--- src/rtl/memc_req.sv ---
// memc_req: initiator side of the 64k x 8 memory-controller request port.
// Splits a CPU byte/word access into one or two single-byte controller
// transactions, follows the controller busy handshake, assembles 16-bit
// little-endian read data and raises a sticky error on handshake timeout.
//
// Ports
//   clk, reset        clock (rising edge), synchronous active-low reset
//   cpu_req/we/word   CPU request: valid, write, 16-bit access
//   cpu_addr/wdata    CPU byte address, write data ([7:0] -> addr, [15:8] -> addr+1)
//   cpu_ack/rdata     one-cycle completion pulse, read result (held until next ack)
//   cpu_err           sticky fault flag
//   ready             high only while idle
//   mem_addr/wdata    controller address and write byte
//   mem_read_en/write_en  one-cycle controller commands
//   mem_busy/rdata    controller busy and read byte
//
// state    | meaning
// INIT     | waiting for controller self-test (busy low)
// IDLE     | accepting a CPU request
// ISSUE_LO | command for the low byte is on the bus
// WAIT_LO  | waiting for low-byte transaction to complete
// ISSUE_HI | command for the high byte (addr+1) is on the bus
// WAIT_HI  | waiting for high-byte transaction to complete
// DONE     | cpu_ack pulse
// FAULT    | handshake timeout, left only by reset
module memc_req #(
  parameter int unsigned TIMEOUT = 255,
  parameter int unsigned CNT_W   = 16
) (
  input  logic        clk,
  input  logic        reset,
  input  logic        cpu_req,
  input  logic        cpu_we,
  input  logic        cpu_word,
  input  logic [15:0] cpu_addr,
  input  logic [15:0] cpu_wdata,
  output logic        cpu_ack,
  output logic [15:0] cpu_rdata,
  output logic        cpu_err,
  output logic        ready,
  output logic [15:0] mem_addr,
  output logic        mem_read_en,
  output logic        mem_write_en,
  output logic [7:0]  mem_wdata,
  input  logic        mem_busy,
  input  logic [7:0]  mem_rdata
);

  typedef enum logic [7:0] {
    S_INIT     = 8'b0000_0001,
    S_IDLE     = 8'b0000_0010,
    S_ISSUE_LO = 8'b0000_0100,
    S_WAIT_LO  = 8'b0000_1000,
    S_ISSUE_HI = 8'b0001_0000,
    S_WAIT_HI  = 8'b0010_0000,
    S_DONE     = 8'b0100_0000,
    S_FAULT    = 8'b1000_0000
  } state_t;

  localparam logic [CNT_W-1:0] TIMEOUT_C = CNT_W'(TIMEOUT);

  state_t           state_q;
  logic [CNT_W-1:0] cnt_q;
  logic             seen_busy_q;
  logic [15:0]      addr_q;
  logic             we_q;
  logic             word_q;
  logic [15:0]      wdata_q;
  logic [7:0]       rlo_q;

  logic             cpu_ack_q;
  logic [15:0]      cpu_rdata_q;
  logic             cpu_err_q;
  logic             ready_q;
  logic [15:0]      mem_addr_q;
  logic             mem_read_en_q;
  logic             mem_write_en_q;
  logic [7:0]       mem_wdata_q;

  logic [CNT_W-1:0] cnt_d;
  logic             timeout_d;
  logic             xact_done_d;

  // The counter value after this cycle's increment is what gets compared,
  // so FAULT is entered after exactly TIMEOUT waiting cycles.
  assign cnt_d       = cnt_q + 1'b1;
  assign timeout_d   = (cnt_d == TIMEOUT_C);
  // A transaction is finished only once busy has been observed high.
  assign xact_done_d = seen_busy_q & ~mem_busy;

  always_ff @(posedge clk) begin
    if (!reset) begin
      state_q        <= S_INIT;
      cnt_q          <= '0;
      seen_busy_q    <= 1'b0;
      addr_q         <= '0;
      we_q           <= 1'b0;
      word_q         <= 1'b0;
      wdata_q        <= '0;
      rlo_q          <= '0;
      cpu_ack_q      <= 1'b0;
      cpu_rdata_q    <= '0;
      cpu_err_q      <= 1'b0;
      ready_q        <= 1'b0;
      mem_addr_q     <= '0;
      mem_read_en_q  <= 1'b0;
      mem_write_en_q <= 1'b0;
      mem_wdata_q    <= '0;
    end else begin
      cpu_ack_q      <= 1'b0;
      mem_read_en_q  <= 1'b0;
      mem_write_en_q <= 1'b0;
      case (state_q)
        S_INIT: begin
          if (!mem_busy) begin
            state_q <= S_IDLE;
            ready_q <= 1'b1;
            cnt_q   <= '0;
          end else if (timeout_d) begin
            state_q   <= S_FAULT;
            cpu_err_q <= 1'b1;
            ready_q   <= 1'b0;
          end else begin
            cnt_q <= cnt_d;
          end
        end
        S_IDLE: begin
          if (cpu_req) begin
            addr_q         <= cpu_addr;
            we_q           <= cpu_we;
            word_q         <= cpu_word;
            wdata_q        <= cpu_wdata;
            mem_addr_q     <= cpu_addr;
            mem_wdata_q    <= cpu_wdata[7:0];
            mem_read_en_q  <= ~cpu_we;
            mem_write_en_q <= cpu_we;
            ready_q        <= 1'b0;
            state_q        <= S_ISSUE_LO;
          end
        end
        S_ISSUE_LO: begin
          seen_busy_q <= 1'b0;
          cnt_q       <= '0;
          state_q     <= S_WAIT_LO;
        end
        S_WAIT_LO: begin
          if (mem_busy) seen_busy_q <= 1'b1;
          if (xact_done_d) begin
            rlo_q <= mem_rdata;
            if (word_q) begin
              mem_addr_q     <= addr_q + 16'd1;
              mem_wdata_q    <= wdata_q[15:8];
              mem_read_en_q  <= ~we_q;
              mem_write_en_q <= we_q;
              state_q        <= S_ISSUE_HI;
            end else begin
              cpu_ack_q <= 1'b1;
              if (!we_q) cpu_rdata_q <= {8'h00, mem_rdata};
              state_q   <= S_DONE;
            end
          end else if (timeout_d) begin
            state_q   <= S_FAULT;
            cpu_err_q <= 1'b1;
            ready_q   <= 1'b0;
          end else begin
            cnt_q <= cnt_d;
          end
        end
        S_ISSUE_HI: begin
          seen_busy_q <= 1'b0;
          cnt_q       <= '0;
          state_q     <= S_WAIT_HI;
        end
        S_WAIT_HI: begin
          if (mem_busy) seen_busy_q <= 1'b1;
          if (xact_done_d) begin
            cpu_ack_q <= 1'b1;
            if (!we_q) cpu_rdata_q <= {mem_rdata, rlo_q};
            state_q   <= S_DONE;
          end else if (timeout_d) begin
            state_q   <= S_FAULT;
            cpu_err_q <= 1'b1;
            ready_q   <= 1'b0;
          end else begin
            cnt_q <= cnt_d;
          end
        end
        S_DONE: begin
          ready_q <= 1'b1;
          state_q <= S_IDLE;
        end
        S_FAULT: begin
          cpu_err_q <= 1'b1;
          ready_q   <= 1'b0;
        end
        default: begin
          state_q   <= S_FAULT;
          cpu_err_q <= 1'b1;
          ready_q   <= 1'b0;
        end
      endcase
    end
  end

  assign cpu_ack      = cpu_ack_q;
  assign cpu_rdata    = cpu_rdata_q;
  assign cpu_err      = cpu_err_q;
  assign ready        = ready_q;
  assign mem_addr     = mem_addr_q;
  assign mem_read_en  = mem_read_en_q;
  assign mem_write_en = mem_write_en_q;
  assign mem_wdata    = mem_wdata_q;

endmodule

--- config.mk ---
export PLATFORM = sky130hd
export DESIGN_NAME = memc_req
export DESIGN_NICKNAME = d
export VERILOG_FILES = /design/src/rtl/memc_req.sv
export SDC_FILE = /design/constraint.sdc
export NUM_CORES = 1
export LEC_CHECK = 0
export CORE_ASPECT_RATIO = 0.5
export CORE_UTILIZATION = 39
export CTS_CLUSTER_SIZE = 14
export DETAILED_ROUTE_END_ITERATION = 7
export GPL_ROUTABILITY_DRIVEN = 0
export GPL_TIMING_DRIVEN = 0
export SYNTH_ARGS = -nofsm -noshare
export SYNTH_HDL_FRONTEND = slang
export SYNTH_SLANG_ARGS = --single-unit
--- constraint.sdc ---
create_clock -name clk -period 3.08 [get_ports clk]
set_input_delay 0.616 -clock clk [delete_from_list [all_inputs] [get_ports clk]]
set_output_delay 0.616 -clock clk [all_outputs]
set_load 0.005 [all_outputs]
-- Yosys cells after proc, flatten, opt, wreduce, memory -nomap -nowiden
Cells that the tools add are included.
- input bits: 46
- register bits: 112
- word-level logic and storage cells: 108
- output and inout port bits: 45
- muxes and demuxes: 48
- equality and inequality tests: 19
- add/subtract/negate cells: 2
- bitwise gates (word level): 7
- reduce and logical (&&, ||, !) cells: 16
- operators with widths (operator ; number):
    2-to-1 mux 16 bit ; 11
    2-to-1 mux 8 bit ; 8
    one-hot mux 16 bit (2 select lines) ; 2
    one-hot mux 8 bit (8 select lines) ; 1
    one-hot mux 16 bit (3 select lines) ; 1
    adder 16 x 1 -> 16 bit, second input constant ; 2
    inequality test 2 bit, second input constant ; 9
    2-to-1 mux 1 bit ; 17
    == test 16 x 8 -> 1 bit, second input constant ; 1
    one-hot mux 8 bit (2 select lines) ; 1
    AND reduction 2 bit ; 5
    == test 8 x 1 -> 1 bit, second input constant ; 1
    == test 8 x 2 -> 1 bit, second input constant ; 1
    == test 8 x 3 -> 1 bit, second input constant ; 1
    == test 8 x 4 -> 1 bit, second input constant ; 1
    == test 8 x 5 -> 1 bit, second input constant ; 1
    == test 8 x 6 -> 1 bit, second input constant ; 1
    == test 8 x 7 -> 1 bit, second input constant ; 1
    == test 8 bit, second input constant ; 1
    one-hot mux 1 bit (2 select lines) ; 4
    2-to-1 mux 7 bit ; 1
    inverter 1 bit ; 6
    AND reduction 3 bit ; 2
    AND reduction 6 bit ; 1
    other kinds (9) ; 12

-- Longest topological paths before layout
Gate-level depths: netlist of run 1.
- depth in word-level cells: 5
- mapped depth: 9
- depth with buffers taken out: 8

-- Worst setup path after synthesis of run 1
No wires, ideal clock.
- path type: register to register
- from: reg cnt_q[1]
- to: reg cnt_q[6]
- data required time: 3.007 ns
- period minus slack after synthesis: 2.510 ns
- buffers on the path: 1
- slack: 0.570 ns
- stages on the path, launching flop included: 9
- arrival time: 2.438 ns
- path through: dfxtp_1 ha_1 inv_1 or4_4 mux2i_1 o2111a_1 buf_4 or4_1 a21oi_1
- word-level cells in the longest chain between the ends: 5
- elaborated cells between the ends (all ways): 6
- classes of those cells: add/sub: 1; eq/ne: 1; mux: 4
- RTL lines (element ; line ; RTL):
    start, declared ; 63 ; logic [CNT_W-1:0] cnt_q;
    start signal, assigned ; 124 ; cnt_q <= cnt_d;
    start signal, assigned ; 166 ; cnt_q <= cnt_d;
    start signal, assigned ; 185 ; cnt_q <= cnt_d;
    adder 16 x 1 -> 16 bit (*) ; 86 ; assign cnt_d = cnt_q + 1'b1;
    == test 16 x 8 -> 1 bit ; 87 ; assign timeout_d = (cnt_d == TIMEOUT_C);
    2-to-1 mux 16 bit (*) ; 119, 161, 180 ;
    2-to-1 mux 16 bit (on tied branches) ; 176, 115 ;
    one-hot mux 16 bit (3 select lines) (*) ; 113 ; case (state_q)
Mark *: on every way between the ends. The rest lies on a longest branch, timed or not. The select of a mux whose other input is x is not followed.
A chain may end at the register's enable or synchronous reset.

-- Worst setup path in the final report of run 1
- from: reg state_q[0]
- to: reg cpu_rdata_q[8] (netlist: cpu_rdata[8])
- word-level cells in the longest chain between the ends: 3
- elaborated cells between the ends (all ways): 10
- classes of those cells: eq/ne: 7; mux: 1; reduce/logical: 2
- RTL lines (element ; line ; RTL):
    start, declared ; 62 ; state_t state_q;
    start signal, assigned ; 93 ; state_q <= S_INIT;
    start signal, assigned ; 116 ; state_q <= S_IDLE;
    start signal, assigned ; 120 ; state_q <= S_FAULT;
    == test 8 x 4 -> 1 bit / == test 8 x 6 -> 1 bit (equally long branches) ; 113 ;
    inequality test 2 bit (no line) / nonzero test 2 bit (equally long branches) ; -- ;
    AND reduction 6 bit (no line) ; -- ;
    end signal, assigned ; 158 ; if (!we_q) cpu_rdata_q <= {8'h00, mem_rdata};
    end signal, assigned ; 178 ; if (!we_q) cpu_rdata_q <= {mem_rdata, rlo_q};
    end, declared ; 72 ; logic [15:0] cpu_rdata_q;
Parallel ways exist; a longest one is shown, timed or not.

==> results of run 1 <==
==> power by group through the flow <==
stage          Sequential, W  Combinational [W]  Clock, W
6_report             0.00137           0.000213   0.00115
5_1_grt              0.00138           0.000232   0.00122
4_1_cts              0.00137           0.000212   0.00116
3_5_place_dp         0.00141           0.000211         0
3_3_place_gp         0.00141           0.000210         0
2_1_floorplan        0.00140          0.0000976         0
==> worst min-delay path, cell delays in order, from the launching register on <==
cell and delay, ps:
dfxtp_1 320, nand2_1 50, a21oi_1 50
==> cell families after synthesis <==
kind of cell,after synthesis
simple gates,284
compound gates,138
flops,104
buf+inv,45
xor+xnor,22
mux,11
fa+ha+maj,3
==> layer usage <==
metal  wire (um)  GRT usage, %
met5           0             0
met2        6467         37.16
met3         676         5.720
met4         144         5.673
met1        6883         29.11
==> Yosys cell counts, drive strengths merged (2+ instances only) <==
cell type and number:
nor2 59, nand3 29, and2 4, nor2b 4
or4 7, o2bb2ai 2, o22ai 3, or2 4
o31ai 4, nand4 15, nand2b 4, nand2 116
a211oi 18, nor4b 2, xor2 14, buf 13
o2111ai 2, o211a 2, or3 11, nor4 7
o211ai 6, inv 8, xnor2 8, dfxtp 104
mux2i 11, ha 3, clkbuf 24, a21oi 67
a311oi 10, nor3 13, and4 3, and3 2
o21ai 18
==> repair_timing <==
| action | in CTS | in global routing |
|---|---|---|
| gates resized for setup | 0 | 2 |
| endpoints found under the hold margin | 0 | 0 |
| buffers inserted | 0 | 0 |
| endpoints found under the setup margin | 0 | 9 |
==> area by class of cell <==
type / instances / share of cell area (%)
tap: 165 / 3.299
inverter: 8 / 0.4799
sequential: 104 / 33.27
multi-input combinational: 458 / 41.37
clock inverter: 6 / 0.8798
clock buffer: 10 / 3.659
timing repair buffer: 90 / 14.40
buffer: 37 / 2.639
==> metrics by stage <==
stage / instances / utilization, % / hold slack (ps) / power (W) / setup WS (ps)
floorplan: 607 / - / 436.0 / 0.001501 / 569.7
global placement: 862 / 49.74 / 441.1 / 0.001616 / -175.2
detailed placement: 862 / 49.74 / 447.5 / 0.001617 / -170.5
CTS: 878 / 52.11 / 458.5 / 0.002748 / 165.0
global route: 878 / 52.22 / 473.4 / 0.002829 / 63.52
finish: 878 / 52.22 / 457.2 / 0.002735 / 205.0
==> path summary, 6_finish.rpt <==
path                 startpoint       endpoint  cells past startpoint
hold reg to reg   cpu_rdata[14]  cpu_rdata[14]                      2
setup reg to reg     state_q[0]   cpu_rdata[8]                      9
setup / recovery     state_q[0]   cpu_rdata[8]                      9
hold / removal    cpu_rdata[14]  cpu_rdata[14]                      2
==> cell usage in the layout (no fill, tap or decap), types with 4 or more instances in the layout <==
master	synthesis	routed
a211oi_1	18	18
a21oi_1	66	66
a311oi_1	10	10
and2_1	4	4
buf_2	9	9
clkbuf_1	24	25
clkbuf_16	0	9
clkdlybuf4s50_1	0	90
dfxtp_1	104	104
inv_1	8	8
inv_6	0	5
mux2i_1	11	11
nand2_1	116	116
nand2b_1	4	4
nand3_1	29	29
nand4_1	14	14
nor2_1	58	58
nor2b_1	4	4
nor3_1	11	10
nor4_1	4	4
o211ai_1	5	5
o21ai_0	14	14
o21ai_1	4	4
o31ai_1	4	4
or2_2	4	4
or3_1	11	11
or4_1	4	4
xnor2_1	8	8
xor2_1	14	14
==> sequential cells by signal (all words and copies together) (netlist names) <==
name / flops
mem_wdata: 8
cpu_rdata: 16
wdata_q: 8
state_q: 8
mem_write_en: 1
rlo_q: 8
mem_addr: 16
ready: 1
word_q: 1
seen_busy_q: 1
we_q: 1
cpu_err: 1
addr_q: 16
mem_read_en: 1
cpu_ack: 1
cnt_q: 16
==> run_results.csv, run 1 <==
group,metric,value,unit
run_status,run_status,"finished, final reports clean",
setup_path,critPathMaxStageDelay,520,ps
clocking,cts.htree.levels,3,
die,design.portCount,91,
setup_path,timing.critical_path.buf_inv,3,
drt,vias_per_cell,5.269,
timing,slew_headroom,55.32,%
logic_synthesis,main_combinational_cell_family_by_area_after_synthesis,"simple AND/OR/NAND/NOR gates",
clocking,cts.sinks,104,
logic_synthesis,flop_and_latch_count_out_of_synthesis,104,
logic_synthesis,synth_cell_types,55,
job,max_cap_violations,0,
timing,period_share,93.34,%
power_and_ir_drop,power.share.clock,42.0,%
timing,top_achievable_clock_speed,347.8,MHz
clocking,ctsRootBufferMaster,"clkbuf_16",
global_route,grt_max_degree,20,
logic_synthesis,netlist_area,4852,um2
clocking,cts.hold.buffers_added,0,
clocking,insertion_delay,360,ps
place,portBuffers,90,
finish,post_route_cells_drive_above_1_share,6.311,%
logic_synthesis,synth_top_cells_by_area,"dfxtp_1 43%, nand2_1 9.0%, a21oi_1 6.8%",
logic_synthesis,synth_ff_type,"dfxtp_1",
clocking,cts_buffers,9,
setup_path,crit_chain,"or4_1 -> clkbuf_1 -> nor4b_1 -> buf_2 -> o21ai_1 -> or2_2 -> clkbuf_1 -> nand2_1 -> a21oi_1",
finish,seq_area,2082,um2
timing,slew_viol_final,0,
setup_path,worst_path_dominant_cell_family,"simple AND/OR/NAND/NOR gates",
power_and_ir_drop,switching_share,25.68,%
logic_synthesis,synth_compound_area_share,17.64,%
die,die_outline_area,12920,um2
setup_path,slowest_stage,"or4_1",
clocking,clkTransAtPathRegs,80,ps
power_and_ir_drop,internal-power,0.002033,W
setup_path,critPathRequiredTime,3300,ps
power_and_ir_drop,p_sw,0.0007023,W
drt,remaining_routing_drc_violations,0,
setup_path,critPathMaxFanout,8,
finish,area_growth,28.96,%
logic_synthesis,synth-edff-count,0,
clocking,number_of_buffers_on_the_longest_clock_path,2,
drt,detail_route.wl_per_cell,16.14,um
drt,drt_iter0_drc,298,
logic_synthesis,synth_async_sr_flop_share,0,%
timing,finalSetupViolCount,0,
global_route,grt_overflow_total,0,
power_and_ir_drop,power.density_cell_area,437.1,nW/um2
power_and_ir_drop,power.ir.vdd_worst,0.2637,mV
die,design.core.area,11980,um2
global_route,grt_first_pass_wirelength,22.45,mm
logic_synthesis,post_synth_mux_area_share,2.269,%
timing,fin_worst_skew,12.48,ps
logic_synthesis,synth-warning-count,0,
setup_path,setup.worst_path.start_class,"register",
power_and_ir_drop,combinational_power_share,7.8,%
die,die-height,80.87,um
global_route,grt_pass1_vias,4295,
finish,post_route_design_area,6257,um2
power_and_ir_drop,cellLeakagePower,2.087,nW
clocking,tritoncts_clock_tree,"yes",
logic_synthesis,share_of_yosys_cell_area_claimed_by_the_top_area_cell_type,42.91,%
setup_path,cp.arrival,3090,ps
place,dpl-instance-area,5959,um2
hold_path,hold_path.class,"reg2reg",
die,floorplan.initialDensity,40.50,%
finish,multi_input_area,2589,um2
power_and_ir_drop,seq_power_share,50.3,%
finish,num_antenna_cells,0,
logic_synthesis,synthesis.nets,656,
setup_path,worst_path_most_repeated_cell,"clkbuf_1",
global_route,grt_use_total,22.33,%
timing,finalHoldViolCount,0,
drt,detail_route.wirelength,14.17,mm
logic_synthesis,synthCells,607,
finish,fin_nets,757,
timing,final.min_clock_period,2875,ps
setup_path,timing.reg2reg.setup_slack,210,ps
logic_synthesis,avgSynthCellArea,7.994,um2
logic_synthesis,synth_sequential_area_ratio,42.91,%
place,post-dp-hpwl,10.37,mm
timing,unrepaired_setup_endpoints_after_global_routing,"no",
drt,drt_first_pass_iters,5,
setup_path,worstSetupPathType,"reg2reg",
die,floorplan.die.width,159.7,um
drt,vias,4626,
logic_synthesis,synth_simple_gate_area_share,28.42,%
logic_synthesis,synth_fa_ha_area_share,0.7736,%
die,placementRows,28,
global_route,grt_antenna_before_repair,0,
finish,filler_cells_inserted,1218,
setup_path,critical_path.endpoint_type,"register",
logic_synthesis,yosys.area_share.xor_xnor,3.971,%
timing,final.setup.tns,0,ps
logic_synthesis,yosysTopAreaCell,"dfxtp_1",
timing,tightestPinTransition,665.1,ps
drt,postRouteAntennaNets,0,
Note: power is estimated with default switching activity, not from simulation.
==> inputs of run 2 (changes only) <==
Settings changed: REMOVE_ABC_BUFFERS set to 1.
==> run 2 against run 1 <==
Compared with the run above: fmax up 2.3%; non-clock buffer count is 29 lower; register-to-register slack better by 60 ps; sequential power hardly changed; routed wire length decreased by 16%; critical path depth down 2; critical path type unchanged; critical endpoint is now cnt_q[9].
==> run_results.csv, run 2 (synthesized netlist as in run 1, its figures left out) <==
group,metric,value,unit
drt,detail_route.wl_per_cell,13.99,um
clocking,cts.sinks,104,
drt,drt_first_pass_iters,4,
drt,wl_met1,5.876,mm
finish,filler_cells_inserted,1189,
place,portBuffers,90,
die,design.core.area,11980,um2
job,max_cap_violations,0,
timing,final.min_clock_period,2811,ps
die,floorplan.die.width,159.7,um
hold_path,min_from,"rlo_q[2]",
setup_path,critPathRequiredTime,3360,ps
timing,fin_worst_skew,12.62,ps
drt,detailed_route_wirelength_on_metal3,394,um
global_route,grt_first_pass_wirelength,19.14,mm
global_route,grt_max_degree,51,
setup_path,critPathMaxFanout,20,
clocking,clkTransAtPathRegs,70,ps
power_and_ir_drop,power.ir.vdd_worst,0.2697,mV
hold_path,holdPathEnd,"rlo_q[2]",
clocking,cts.hold.buffers_added,0,
drt,drt_iter0_drc,183,
timing,unrepaired_setup_endpoints_after_global_routing,"no",
clocking,ctsRootBufferMaster,"clkbuf_16",
timing,slew_headroom,49.53,%
setup_path,timing.reg2reg.setup_slack,270,ps
setup_path,worstSetupPathType,"reg2reg",
drt,wl_met2,5.528,mm
timing,tightestPinTransition,754.7,ps
clocking,number_of_buffers_on_the_longest_clock_path,2,
setup_path,timing.reg2reg.worst_path_depth,7,
timing,top_achievable_clock_speed,355.7,MHz
place,post-dp-hpwl,8.200,mm
setup_path,cp.arrival,3090,ps
timing,period_share,91.28,%
timing,slew_viol_final,0,
die,design.portCount,91,
clocking,cts.htree.levels,3,
global_route,grt_overflow_total,0,
global_route,grt_pass1_vias,3986,
power_and_ir_drop,power.density_cell_area,443.7,nW/um2
setup_path,worst_r2r_startpoint,"cnt_q[1]",
die,placementRows,28,
global_route,grt_antenna_before_repair,0,
finish,post_route_cells_drive_above_1_share,7.018,%
timing,finalSetupViolCount,0,
global_route,grt_use_total,18.22,%
drt,dr.max_layer_used,"met4",
finish,layout_common_cells,"114 x nand2_1, 104 x dfxtp_1, 90 x clkdlybuf4s50_1",
power_and_ir_drop,cellLeakagePower,2.053,nW
timing,finalHoldViolCount,0,
drt,vias,4476,
finish,area_growth,28.52,%
die,die-height,80.87,um
clocking,insertion_delay,340,ps
drt,remaining_routing_drc_violations,0,
finish,mostFrequentLayoutCell,"nand2_1",
die,die_outline_area,12920,um2
clocking,tritoncts_clock_tree,"yes",
place,dpl-instance-area,5898,um2
die,floorplan.initialDensity,40.50,%
hold_path,hold_path.class,"reg2reg",
hold_path,hold-path-cell-count,2,
setup_path,setup.worst_path.start_class,"register",
finish,post_route_design_area,6236,um2
finish,num_antenna_cells,0,
drt,detail_route.wirelength,11.87,mm
run_status,run_status,"finished, final reports clean",
drt,postRouteAntennaNets,0,
clocking,cts_buffers,9,
finish,final_util,52.05,%
drt,vias_per_cell,5.272,
setup_path,worstReg2RegEnd,"cnt_q[9]",
setup_path,critical_path.endpoint_type,"register",
finish,fin_nets,728,
[run 2: cell types whose count changed in the layout (fill, tap and decap cells not counted), moves of 2 or more]
cell and delta:
clkbuf_1 -25, buf_6 +3, nand2_1 -2, inv_6 -4, buf_2 -9, clkinvlp_4 +2
[run 2: per-layer routing]
metal  up-vias  global-route usage (%)
met2        72                   31.18
met3         7                   3.933
met1      2101                   24.04
met5         -                       0
li1       2296                       -
met4         0                   3.365
[run 2: worst max path at each step]
| stage | start | endpoint | depth (start not counted) |
|---|---|---|---|
| global placement | state_q[0] | cpu_rdata[11] | 6 |
| CTS | cnt_q[1] | cnt_q[9] | 7 |
| finish | cnt_q[1] | cnt_q[9] | 7 |
| detailed placement | mem_busy | mem_addr[14] | 7 |
| global route | state_q[7] | mem_wdata[2] | 6 |
| floorplan | state_q[0] | cpu_rdata[10] | 6 |
[run 2: per-stage QoR]
stage	hold slack, ps	total power, W	cells	setup WS (ps)	TNS [ps]
after floorplan	436.0	0.001490	570	-1165	-27370
after global placement	441.3	0.001601	825	-2504	-122740
after detailed placement	449.7	0.001607	832	-548.9	-9033
after CTS	459.7	0.002795	848	81.93	0
after global routing	477.3	0.002878	849	83.66	0
final	457.3	0.002767	849	268.5	0
[run 2: final cells by class]
cell class                      instances  area [um2]  share of cell area [%]
Clock inverter                          7       85.08                   1.364
Sequential cell                       104        2082                   33.39
Inverter                                8       30.03                  0.4815
Clock buffer                            9       225.2                   3.612
Multi-Input combinational cell        458        2619                   41.99
Tap cell                              165       206.4                   3.311
Timing Repair Buffer                   98       988.4                   15.85
[run 2: where the power goes]
group	switching (W)	internal [W]	leakage, nW
clock	0.000543	0.000647	0.146
sequential	0.0000159	0.00136	0.839
combinational	0.000101	0.000101	1.07
[run 2: what timing repair did]
item                       in CTS  in global routing
setup endpoints to repair      16                 26
setup buffers                   0                  1
pin swaps                       0                  1
gates resized for setup         3                  2
[run 2: critical path, stage by stage, from the launching register on]
cell,delay [ps]
dfxtp_1,440
ha_1,320
inv_1,130
or4_4,580
mux2i_1,170
o2111a_2,410
or4_4,550
a21oi_2,140
